==> src/rtl/cmp_arbiter.sv <==
// Round-robin arbiter that shares one magnitude comparator between NREQ requesters,
// sequencing chip-select/ready handshakes and guarding each compare with a watchdog.
module cmp_arbiter #(
    parameter int NREQ    = 4,
    parameter int W       = 16,
    parameter int TIMEOUT = 15
) (
    input  logic              clk,
    input  logic              rst_n,
    input  logic [NREQ-1:0]   req,
    input  logic [NREQ*W-1:0] req_a,
    input  logic [NREQ*W-1:0] req_b,
    output logic [NREQ-1:0]   gnt,
    output logic [NREQ-1:0]   done,
    output logic [2:0]        result,
    output logic              err,
    output logic              busy,
    output logic              cmp_cs,
    output logic [W-1:0]      cmp_a,
    output logic [W-1:0]      cmp_b,
    input  logic [2:0]        cmp_out,
    input  logic              cmp_rdy
);

    localparam int IW = (NREQ > 1) ? $clog2(NREQ) : 1;
    // wdog counts completed cycles in ISSUE/WAIT, so the TIMEOUT-th cycle is the last one.
    localparam logic [7:0] WD_LIMIT = 8'(TIMEOUT - 1);

    typedef enum logic [2:0] {
        S_IDLE,
        S_ISSUE,
        S_WAIT,
        S_ABORT,
        S_DONE
    } state_t;

    state_t          state;
    logic [IW-1:0]   ptr;
    logic [IW-1:0]   winner;
    logic [IW-1:0]   pick;
    logic [IW:0]     scan;
    logic            hit;
    logic [7:0]      wdog;
    logic [W-1:0]    a_slice [NREQ];
    logic [W-1:0]    b_slice [NREQ];

    for (genvar i = 0; i < NREQ; i++) begin : g_slice
        assign a_slice[i] = req_a[i*W +: W];
        assign b_slice[i] = req_b[i*W +: W];
    end

    // Search starts at the pointer and wraps; first active request wins.
    always_comb begin
        pick = ptr;
        hit  = 1'b0;
        scan = '0;
        for (int k = 0; k < NREQ; k++) begin
            scan = {1'b0, ptr} + (IW+1)'(k);
            if (scan >= (IW+1)'(NREQ)) scan = scan - (IW+1)'(NREQ);
            if (!hit && req[scan[IW-1:0]]) begin
                hit  = 1'b1;
                pick = scan[IW-1:0];
            end
        end
    end

    always_ff @(posedge clk or negedge rst_n) begin
        if (!rst_n) begin
            state  <= S_IDLE;
            ptr    <= '0;
            winner <= '0;
            wdog   <= '0;
            gnt    <= '0;
            done   <= '0;
            result <= 3'b000;
            err    <= 1'b0;
            busy   <= 1'b0;
            cmp_cs <= 1'b0;
            cmp_a  <= '0;
            cmp_b  <= '0;
        end else begin
            done <= '0;
            err  <= 1'b0;
            case (state)
                S_IDLE: begin
                    if (hit) begin
                        winner <= pick;
                        gnt    <= {{(NREQ-1){1'b0}}, 1'b1} << pick;
                        cmp_a  <= a_slice[pick];
                        cmp_b  <= b_slice[pick];
                        cmp_cs <= 1'b1;
                        busy   <= 1'b1;
                        wdog   <= '0;
                        state  <= S_ISSUE;
                    end
                end
                // rdy is high while the comparator idles, so only its falling edge means "accepted".
                S_ISSUE: begin
                    if (!cmp_rdy) begin
                        wdog  <= '0;
                        state <= S_WAIT;
                    end else if (wdog >= WD_LIMIT) begin
                        cmp_cs <= 1'b0;
                        result <= 3'b000;
                        state  <= S_ABORT;
                    end else begin
                        wdog <= (wdog == 8'hFF) ? wdog : wdog + 8'd1;
                    end
                end
                S_WAIT: begin
                    if (cmp_rdy) begin
                        result <= cmp_out;
                        cmp_cs <= 1'b0;
                        done   <= gnt;
                        state  <= S_DONE;
                    end else if (wdog >= WD_LIMIT) begin
                        cmp_cs <= 1'b0;
                        result <= 3'b000;
                        state  <= S_ABORT;
                    end else begin
                        wdog <= (wdog == 8'hFF) ? wdog : wdog + 8'd1;
                    end
                end
                S_ABORT: begin
                    done  <= gnt;
                    err   <= 1'b1;
                    state <= S_DONE;
                end
                S_DONE: begin
                    gnt   <= '0;
                    busy  <= 1'b0;
                    ptr   <= (winner == IW'(NREQ-1)) ? '0 : winner + 1'b1;
                    state <= S_IDLE;
                end
                default: state <= S_IDLE;
            endcase
        end
    end

endmodule

==> config.mk <==
export PLATFORM = sky130hd
export DESIGN_NAME = cmp_arbiter
export DESIGN_NICKNAME = d
export VERILOG_FILES = /design/src/rtl/cmp_arbiter.sv
export SDC_FILE = /design/constraint.sdc
export NUM_CORES = 1
export LEC_CHECK = 0
export CAP_MARGIN = 10
export CORE_UTILIZATION = 45
export CTS_BUF_LIST = sky130_fd_sc_hd__clkbuf_4 sky130_fd_sc_hd__clkbuf_8
export CTS_CLUSTER_DIAMETER = 120
export DETAILED_ROUTE_END_ITERATION = 7
export PLACE_DENSITY = 0.87
export SLEW_MARGIN = 10
export SYNTH_ARGS = -nofsm -noshare
export SYNTH_HDL_FRONTEND = slang
export SYNTH_SLANG_ARGS = --single-unit
==> constraint.sdc <==
create_clock -name clk -period 4.6 [get_ports clk]
set_input_delay 0.69 -clock clk [delete_from_list [all_inputs] [get_ports clk]]
set_output_delay 0.69 -clock clk [all_outputs]
set_load 0.02 [all_outputs]
==> qor_table.md, run 1 <==
| Step | Metric | Reported |
|---|---|---|
| routing | Vias | 4187 |
| synth | Number of warnings issued by yosys | 0 |
| synth | Avg Cell Area, Syn | 9.87 sq um |
| min path | Min-delay worst type | flip-flop to flip-flop |
| worst setup path | Ordered list of cells on the worst path | clkdlybuf4s50_1 -> or4_4 -> nand2_2 -> a221oi_1 -> a21oi_1 |
| global route | Global route total overflow | 0 |
| clock network | Post-CTS Setup Inserts | 0 |
| synth | Dominant cells by area after synthesis | sky130_fd_sc_hd__dfrtp_1, sky130_fd_sc_hd__nor4b_2, sky130_fd_sc_hd__o31a_1 |
| global route | Via count of the first global-routing pass | 4184 |
| sta | Layout Skew | 0.0121 ns |
| routing | Routed length per instance | 18.8 um |
| sta | Hold Slack | 0.489 ns |
| sta | Highest Clock Rate | 341 MHz |
| global route | Global-route wire length before repair | 20600 um |
| worst setup path | Largest fanout on the critical path | 43 |
| global route | Largest net degree at the start of global routing | 66 |
| synth | Commonest cells post-synth | sky130_fd_sc_hd__dfrtp_1, sky130_fd_sc_hd__nor2_1, sky130_fd_sc_hd__a21oi_1 |
| synth | Number of enable flip-flop cells after synthesis | 0 |
| routing | Per-cell via count in the routed design | 5.98 |
| synth | Post-Syn Area | 0.00426 sq mm |
| sta | Setup TNS | 0 ns |
| synth | Post-synth net total | 573 |
| clock network | CTS-repair resized insts | 0 |
| worst setup path | Arr. time, crit path | 3.18 ns |
| power | Worst-case vdd ir drop | 0.301 mV |
| clock network | Post-CTS Hold Fix Bufs | 0 |
| synth | Area leader, netlist | sky130_fd_sc_hd__dfrtp_1 |
| worst setup path | CP Class | input port to flip-flop |
| sta | Relative max-transition margin | 18.9% |
| cells and area | Final std cells w/o fill | 700 |
| sta | Slew at the pin with the worst max-slew slack | 1.21 ns |
| worst setup path | Data required, critical path | 4.85 ns |
| routing | Count of unresolved DRC violations after routing | 0 |
| routing | Final routed wirelength across all metal layers | 13200 um |
| clock network | Clock Path Buffers | 2 |
| clock network | CTS tree | done |
| sta | Period Utilization, post-route | 63.7% |
| cells and area | Final antenna diode count | 0 |
| worst setup path | Buffers & Inverters on Critical Path | 1 |
| synth | Sequential area share after synthesis | 35.8% |
| place | Final RePlAce weighted congestion | 0.842 |
| worst setup path | Startpoint kind of the worst setup timing path | input port |
| clock network | Total CTS buffers | 9 |
| routing | First-iteration detailed-routing DRC count | 215 |
| floorplan | DIE HEIGHT | 99.3 um |
| job | Number of violations of the max-capacitance limit | 0 |
| global route | Total routing resource utilization after global routing | 26.8% |
| clock network | Clk pin slew, worst setup/hold paths | 0.07 ns |
| cells and area | P&R area growth vs syn | 44.5% |
| worst setup path | Kind of cell with the highest combined delay on the critical path | simple AND/OR/NAND/NOR gates |
| synth | Synth unique cells | 54 |
| power | Reported leakage power | 2.29 nW |
| run status | Result of the run | completed |
| sta | Final Hold Viols | 0 |
| synth | Number of flip-flops and latches in the synthesized netlist | 61 |
| power | Power Dens Cells | 582 mW/mm^2 |
| clock network | Root buffer cell | sky130_fd_sc_hd__clkbuf_8 |
| clock network | Source-to-sink clock delay at the later pin of the worst-skew pair | 0.34 ns |
| floorplan | Total Die Area | 0.00987 sq mm |
| synth | Async SR Flop Fraction | 100% |
| place | Number of port buffers | 183 |
| floorplan | Number of placement rows | 35 |
| floorplan | Effective utilization at floorplan | 46.4% |
| synth | Most used flip-flop cell after synthesis | sky130_fd_sc_hd__dfrtp_1 |
| routing | Number of nets still failing antenna checks after routing | 0 |
| place | HPWL after detailed placement | 8920 um |
| synth | Most frequent cell after synthesis | sky130_fd_sc_hd__dfrtp_1 |
| sta | RSZ-0062 raised after global routing | false |
| cells and area | Share of cells above drive strength 1 | 15.1% |
| floorplan | Floorplan Core Area | 0.00920 sq mm |
| worst setup path | Slowest CP cell | sky130_fd_sc_hd__nand2_2 |
| clock network | Clock net sink count | 61 |
| worst setup path | Maximum cell stage delay along the critical path | 0.80 ns |
| sta | Max-slew violation count | 0 |
| sta | Final setup vio count | 0 |
| floorplan | Number of top-level pins | 184 |
| global route | Number of antenna violations at the first check in global routing | 0 |
| sta | Time the worst path needs with I/O delays and setup | 2.93 ns |
| cells and area | Final-stage net count | 725 |
| worst setup path | Type of destination of the critical path | flip-flop |
| clock network | Count of H-tree levels built during CTS | 3 |
| place | Dpl cells | 684 |
| floorplan | Width of the die | 99.3 um |
| routing | First-pass DRT Iterations | 4 |
| synth | Synth Instances | 432 |
| cells and area | Final Core Density | 67.0% |
| synth | Share of the synthesized area in the top cell type | 35.8% |
-- worst reg2reg max path, cell delays in order (launching register included) --
cell                       delay (ns)
sky130_fd_sc_hd__dfrtp_1         0.54
sky130_fd_sc_hd__nor4_2          0.36
sky130_fd_sc_hd__a211oi_2        0.09
sky130_fd_sc_hd__o22ai_2         0.83
sky130_fd_sc_hd__a221oi_1        0.25
sky130_fd_sc_hd__a21oi_1         0.23
-- where the power goes --
| group | switching (W) | internal [W] | leakage, nW | total, W |
|---|---|---|---|---|
| Combinational | 0.00125 | 0.000939 | 1.48 | 0.00219 |
| Sequential | 0.000198 | 0.000769 | 0.738 | 0.000967 |
| Clock | 0.000236 | 0.000196 | 0.0774 | 0.000431 |
| Total | 0.00168 | 0.00190 | 2.29 | 0.00359 |
-- placed cells by master, fill, tap and decap left out, types with 6 or more instances in the layout --
cell type,count
sky130_fd_sc_hd__clkdlybuf4s50_1,182
sky130_fd_sc_hd__o31a_1,32
sky130_fd_sc_hd__o21ai_0,12
sky130_fd_sc_hd__o21ai_1,30
sky130_fd_sc_hd__a221oi_2,18
sky130_fd_sc_hd__nor2_1,51
sky130_fd_sc_hd__clkbuf_8,9
sky130_fd_sc_hd__and2_1,6
sky130_fd_sc_hd__dfrtp_1,61
sky130_fd_sc_hd__nand2_1,23
sky130_fd_sc_hd__nor2b_1,7
sky130_fd_sc_hd__a221oi_1,14
sky130_fd_sc_hd__a21oi_1,39
sky130_fd_sc_hd__nor4b_2,30
-- state kept, by name, summed over array words and instances (netlist names), 2 cells and up --
register / flops
wdog: 8
ptr: 2
state: 3
result: 3
done: 4
winner: 2
cmp_b: 16
cmp_a: 16
gnt: 4
-- worst paths after layout --
kind,slack [ns],cells after the start,from,end
min,0.49,2,winner[1]$_DFFE_PN0P_,winner[1]$_DFFE_PN0P_
max,1.67,5,req[0],cmp_b[1]$_DFFE_PN0P_
max in group asynchronous,3.57,2,rst_n,cmp_b[9]$_DFFE_PN0P_
min reg2reg,0.49,2,winner[1]$_DFFE_PN0P_,winner[1]$_DFFE_PN0P_
min in group asynchronous,0.50,2,rst_n,cmp_a[5]$_DFFE_PN0P_
max reg2reg,2.22,5,ptr[1]$_DFFE_PN0P_,cmp_b[1]$_DFFE_PN0P_
-- cell families (layout without fill, tap and decap cells) --
family                   after synthesis  count (layout)  share of synthesized area, %
AND/OR/NAND/NOR                      144             144                          23.8
AO/OA/AOI/OAI                        172             172                          31.4
flip-flops                            61              61                          35.8
XOR/XNOR                               2               2                         0.411
adder cells (fa/ha/maj)                3               3                         0.881
multiplexers                           1               1                         0.264
buffers and inverters                 49             206                          7.43
-- area by class of cell --
| type | instances | area (sq um) |
|---|---|---|
| Tap cell | 111 | 139 |
| Timing Repair Buffer | 187 | 1860 |
| Multi-Input combinational cell | 322 | 2450 |
| Clock buffer | 9 | 124 |
| Fill cell | 731 | 3040 |
| Sequential cell | 61 | 1530 |
| Inverter | 3 | 11.3 |
| Clock inverter | 7 | 52.6 |
-- stage by stage --
step	worst slack, ns	power (W)	instance area (sq um)
floorplan	2.59	0.00241	4260
global placement	1.45	0.00307	5980
detailed placement	1.35	0.00315	5980
CTS	1.70	0.00359	6160
global route	1.47	0.00382	6160
finish	1.67	0.00359	6160
-- routing by layer --
| layer | wire (um) | GRT usage, % | up-vias |
|---|---|---|---|
| li1 | - | - | 1949 |
| met1 | 5120 | 33.1 | 2011 |
| met2 | 6700 | 44.3 | 191 |
| met3 | 956 | 6.04 | 36 |
| met4 | 370 | 12.9 | 0 |
| met5 | 0 | 0 | - |
Power figures use the tool's default switching activity.
==> run 2: changes to the inputs <==
--- a/config.mk
+++ b/config.mk
@@ -6,11 +6,11 @@
 export NUM_CORES = 1
 export LEC_CHECK = 0
 export CAP_MARGIN = 10
-export CORE_UTILIZATION = 45
+export CORE_UTILIZATION = 40
 export CTS_BUF_LIST = sky130_fd_sc_hd__clkbuf_4 sky130_fd_sc_hd__clkbuf_8
 export CTS_CLUSTER_DIAMETER = 120
 export DETAILED_ROUTE_END_ITERATION = 7
-export PLACE_DENSITY = 0.87
+export PLACE_DENSITY = 0.82
 export SLEW_MARGIN = 10
 export SYNTH_ARGS = -nofsm -noshare
 export SYNTH_HDL_FRONTEND = slang
==> constraint.sdc (replaced) <==
create_clock -name clk -period 2.48 [get_ports clk]
set_input_delay 0.372 -clock clk [delete_from_list [all_inputs] [get_ports clk]]
set_output_delay 0.372 -clock clk [all_outputs]
set_load 0.02 [all_outputs]
==> run 2 against run 1 <==
Net effect: clock power increased by 87%; sequential power up 86%; total power is 94% higher; setup slack lost 1.4 ns; die area grew 12%; count of clock-buffer cells in the layout unchanged; utilization down 4.5 points; non-clock buffer count grew 17; critical path depth grew 2; clock skew is 0.0010 ns higher; critical path type unchanged; largest power group unchanged.
==> qor_table.md, run 2 (same netlist as run 1, synthesis figures left out) <==
| Step | Metric | Reported | vs previous |
|---|---|---|---|
| run status | Result of the run | completed |  |
| clock network | Clk pin slew, worst setup/hold paths | 0.07 ns | about the same |
| cells and area | Most common library cell in the layout ignoring fill and taps | sky130_fd_sc_hd__clkdlybuf4s50_1 |  |
| power | Total Power | 0.00698 W | +94% |
| power | Reported leakage power | 2.43 nW | +6.0% |
| sta | Layout Skew | 0.0131 ns | +0.00102 ns |
| routing | Vias | 4241 | +1.3% |
| global route | Via count of the first global-routing pass | 4280 | +2.3% |
| worst setup path | Startpoint kind of the worst setup timing path | input port |  |
| sta | Period Utilization, post-route | 88.7% |  |
| sta | Highest Clock Rate | 455 MHz |  |
| place | HPWL after detailed placement | 9900 um | +11% |
| routing | Count of unresolved DRC violations after routing | 0 | unchanged |
| sta | Setup TNS | 0 ns | unchanged |
| cells and area | Top flop regs | cmp_a: 16 flops, cmp_b: 16 flops, wdog: 8 flops |  |
| clock network | CTS tree | done |  |
| floorplan | Effective utilization at floorplan | 41.3% | -5.1 points |
| clock network | Clock Path Buffers | 2 | unchanged |
| sta | Time the worst path needs with I/O delays and setup | 2.20 ns |  |
| sta | Final Hold Viols | 0 | unchanged |
| job | Number of violations of the max-capacitance limit | 0 | unchanged |
| clock network | Root buffer cell | sky130_fd_sc_hd__clkbuf_8 |  |
| routing | Final routed wirelength across all metal layers | 13800 um | +4.6% |
| floorplan | Total Die Area | 0.0111 sq mm | +12% |
| sta | Slew at the pin with the worst max-slew slack | 0.804 ns | -0.408 ns |
| global route | Global-route wire length before repair | 21800 um | +6.2% |
| worst setup path | Largest fanout on the critical path | 31 | -28% |
| cells and area | Share of cells above drive strength 1 | 17.5% | +2.4 points |
| place | Cell area reported after detailed placement | 0.00628 sq mm | +5.0% |
| global route | Global route total overflow | 0 | unchanged |
| clock network | Total CTS buffers | 9 | unchanged |
| power | Worst-case vdd ir drop | 0.579 mV | +93% |
| clock network | Post-CTS Hold Fix Bufs | 0 | unchanged |
| floorplan | Floorplan Core Area | 0.0103 sq mm | +12% |
| routing | Per-cell via count in the routed design | 5.72 | -4.4% |
| min path | Min-delay worst type | input port to asynchronous set/reset pin |  |
| sta | Relative max-transition margin | 46.4% | +27 points |
| floorplan | Width of the die | 105 um | +5.9% |
| clock network | CTS-repair resized insts | 0 | unchanged |
| clock network | Source-to-sink clock delay at the later pin of the worst-skew pair | 0.35 ns | about the same |
| cells and area | Final-stage net count | 742 | +2.3% |
| sta | Final setup vio count | 0 | unchanged |
| worst setup path | Arr. time, crit path | 2.47 ns | -0.71 ns |
| floorplan | Number of placement rows | 37 | +5.7% |
| cells and area | Final standard cell area without fillers | 0.00646 sq mm | +4.8% |
| cells and area | Leading cell types in the layout, fill and taps excluded | sky130_fd_sc_hd__clkdlybuf4s50_1, sky130_fd_sc_hd__dfrtp_1, sky130_fd_sc_hd__nor2_1 |  |
| sta | RSZ-0062 raised after global routing | false |  |
| worst setup path | Origin of the worst setup path | req[3] |  |
| sta | Max-slew violation count | 0 | unchanged |
| cells and area | P&R area growth vs syn | 51.5% |  |
| power | Power Dens Cells | 1080 mW/mm^2 | +86% |
| clock network | Clock net sink count | 61 | unchanged |
| worst setup path | Data required, critical path | 2.75 ns | -2.10 ns |
| place | Number of port buffers | 183 | unchanged |
| floorplan | Number of top-level pins | 184 | unchanged |
| global route | Largest net degree at the start of global routing | 40 | -39% |
| routing | Routed length per instance | 18.5 um | -1.3% |
| place | Final RePlAce weighted congestion | 0.867 | +3.1% |
| clock network | Post-CTS Setup Inserts | 0 | unchanged |
| cells and area | Final antenna diode count | 0 | unchanged |
| worst setup path | Startpoint of the lowest-slack register-to-register path | ptr[1]$_DFFE_PN0P_ |  |
| worst setup path | Type of destination of the critical path | flip-flop |  |
| global route | Number of antenna violations at the first check in global routing | 0 | unchanged |
| global route | Total routing resource utilization after global routing | 25.3% | -1.5 points |
| floorplan | DIE HEIGHT | 105 um | +5.9% |
| routing | First-pass DRT Iterations | 4 | unchanged |
| routing | First-iteration detailed-routing DRC count | 285 | +33% |
| routing | Number of nets still failing antenna checks after routing | 0 | unchanged |
| worst setup path | CP Class | input port to flip-flop |  |
| clock network | Count of H-tree levels built during CTS | 3 | unchanged |
[run 2: changes by cell type in the layout (fill, tap and decap cells not counted)]
cell / change
sky130_fd_sc_hd__clkinv_2: +1
sky130_fd_sc_hd__buf_4: +6
sky130_fd_sc_hd__inv_6: +1
sky130_fd_sc_hd__buf_12: +11
sky130_fd_sc_hd__clkinvlp_4: -2
[run 2: worst paths after layout]
kind / to / slack, ns / cells after the start
max: cmp_a[6]$_DFFE_PN0P_ / 0.28 / 7
min: cmp_a[4]$_DFFE_PN0P_ / 0.02 / 1
max reg2reg: cmp_a[6]$_DFFE_PN0P_ / 0.43 / 6
min reg2reg: busy$_DFFE_PN0P_ / 0.49 / 2
max in group asynchronous: winner[0]$_DFFE_PN0P_ / 1.84 / 2
min in group clk: busy$_DFFE_PN0P_ / 0.49 / 2
[run 2: stage by stage]
| step | hold WS, ns | std cells | utilization [%] | worst slack (ns) |
|---|---|---|---|---|
| final | 0.0238 | 742 | 62.5 | 0.280 |
| after global routing | 0.0493 | 742 | 62.5 | 0.0858 |
| after CTS | 0.0364 | 742 | 62.5 | 0.309 |
| after detailed placement | 0.412 | 726 | 60.8 | -0.0664 |
| after global placement | 0.406 | 726 | 60.8 | -0.0418 |
| after floorplan | 0.0764 | 432 | - | 0.784 |
[run 2: where the power goes]
| group | total (W) | switching [W] | internal (W) |
|---|---|---|---|
| registers | 0.00180 | 0.000373 | 0.00143 |
| logic | 0.00437 | 0.00239 | 0.00198 |
| clock network | 0.000804 | 0.000439 | 0.000365 |
| total | 0.00698 | 0.00320 | 0.00377 |
[run 2: cell type report]
type | count | area (sq um)
multi-input combinational | 322 | 2450
sequential | 61 | 1530
clock buffer | 9 | 124
inverter | 3 | 11.3
tap | 136 | 170
timing repair buffer | 204 | 2120
fill | 843 | 3870
clock inverter | 7 | 51.3
[run 2: critical path: stages]
cell and delay (ns):
sky130_fd_sc_hd__clkdlybuf4s50_1 0.68, sky130_fd_sc_hd__nand2b_1 0.33, sky130_fd_sc_hd__o22ai_4 0.14, sky130_fd_sc_hd__buf_12 0.19
sky130_fd_sc_hd__nor4b_1 0.40, sky130_fd_sc_hd__o21ai_0 0.17, sky130_fd_sc_hd__a21oi_1 0.17
[run 2: layer usage]
layer	track usage [%]	vias up	wire (um)	share of wire (%)
met5	0	-	0	0
met4	9.76	0	261	1.9
met3	6.31	20	944	6.9
met2	42.2	162	7160	52
met1	31.4	2070	5390	39
li1	-	1989	-	-
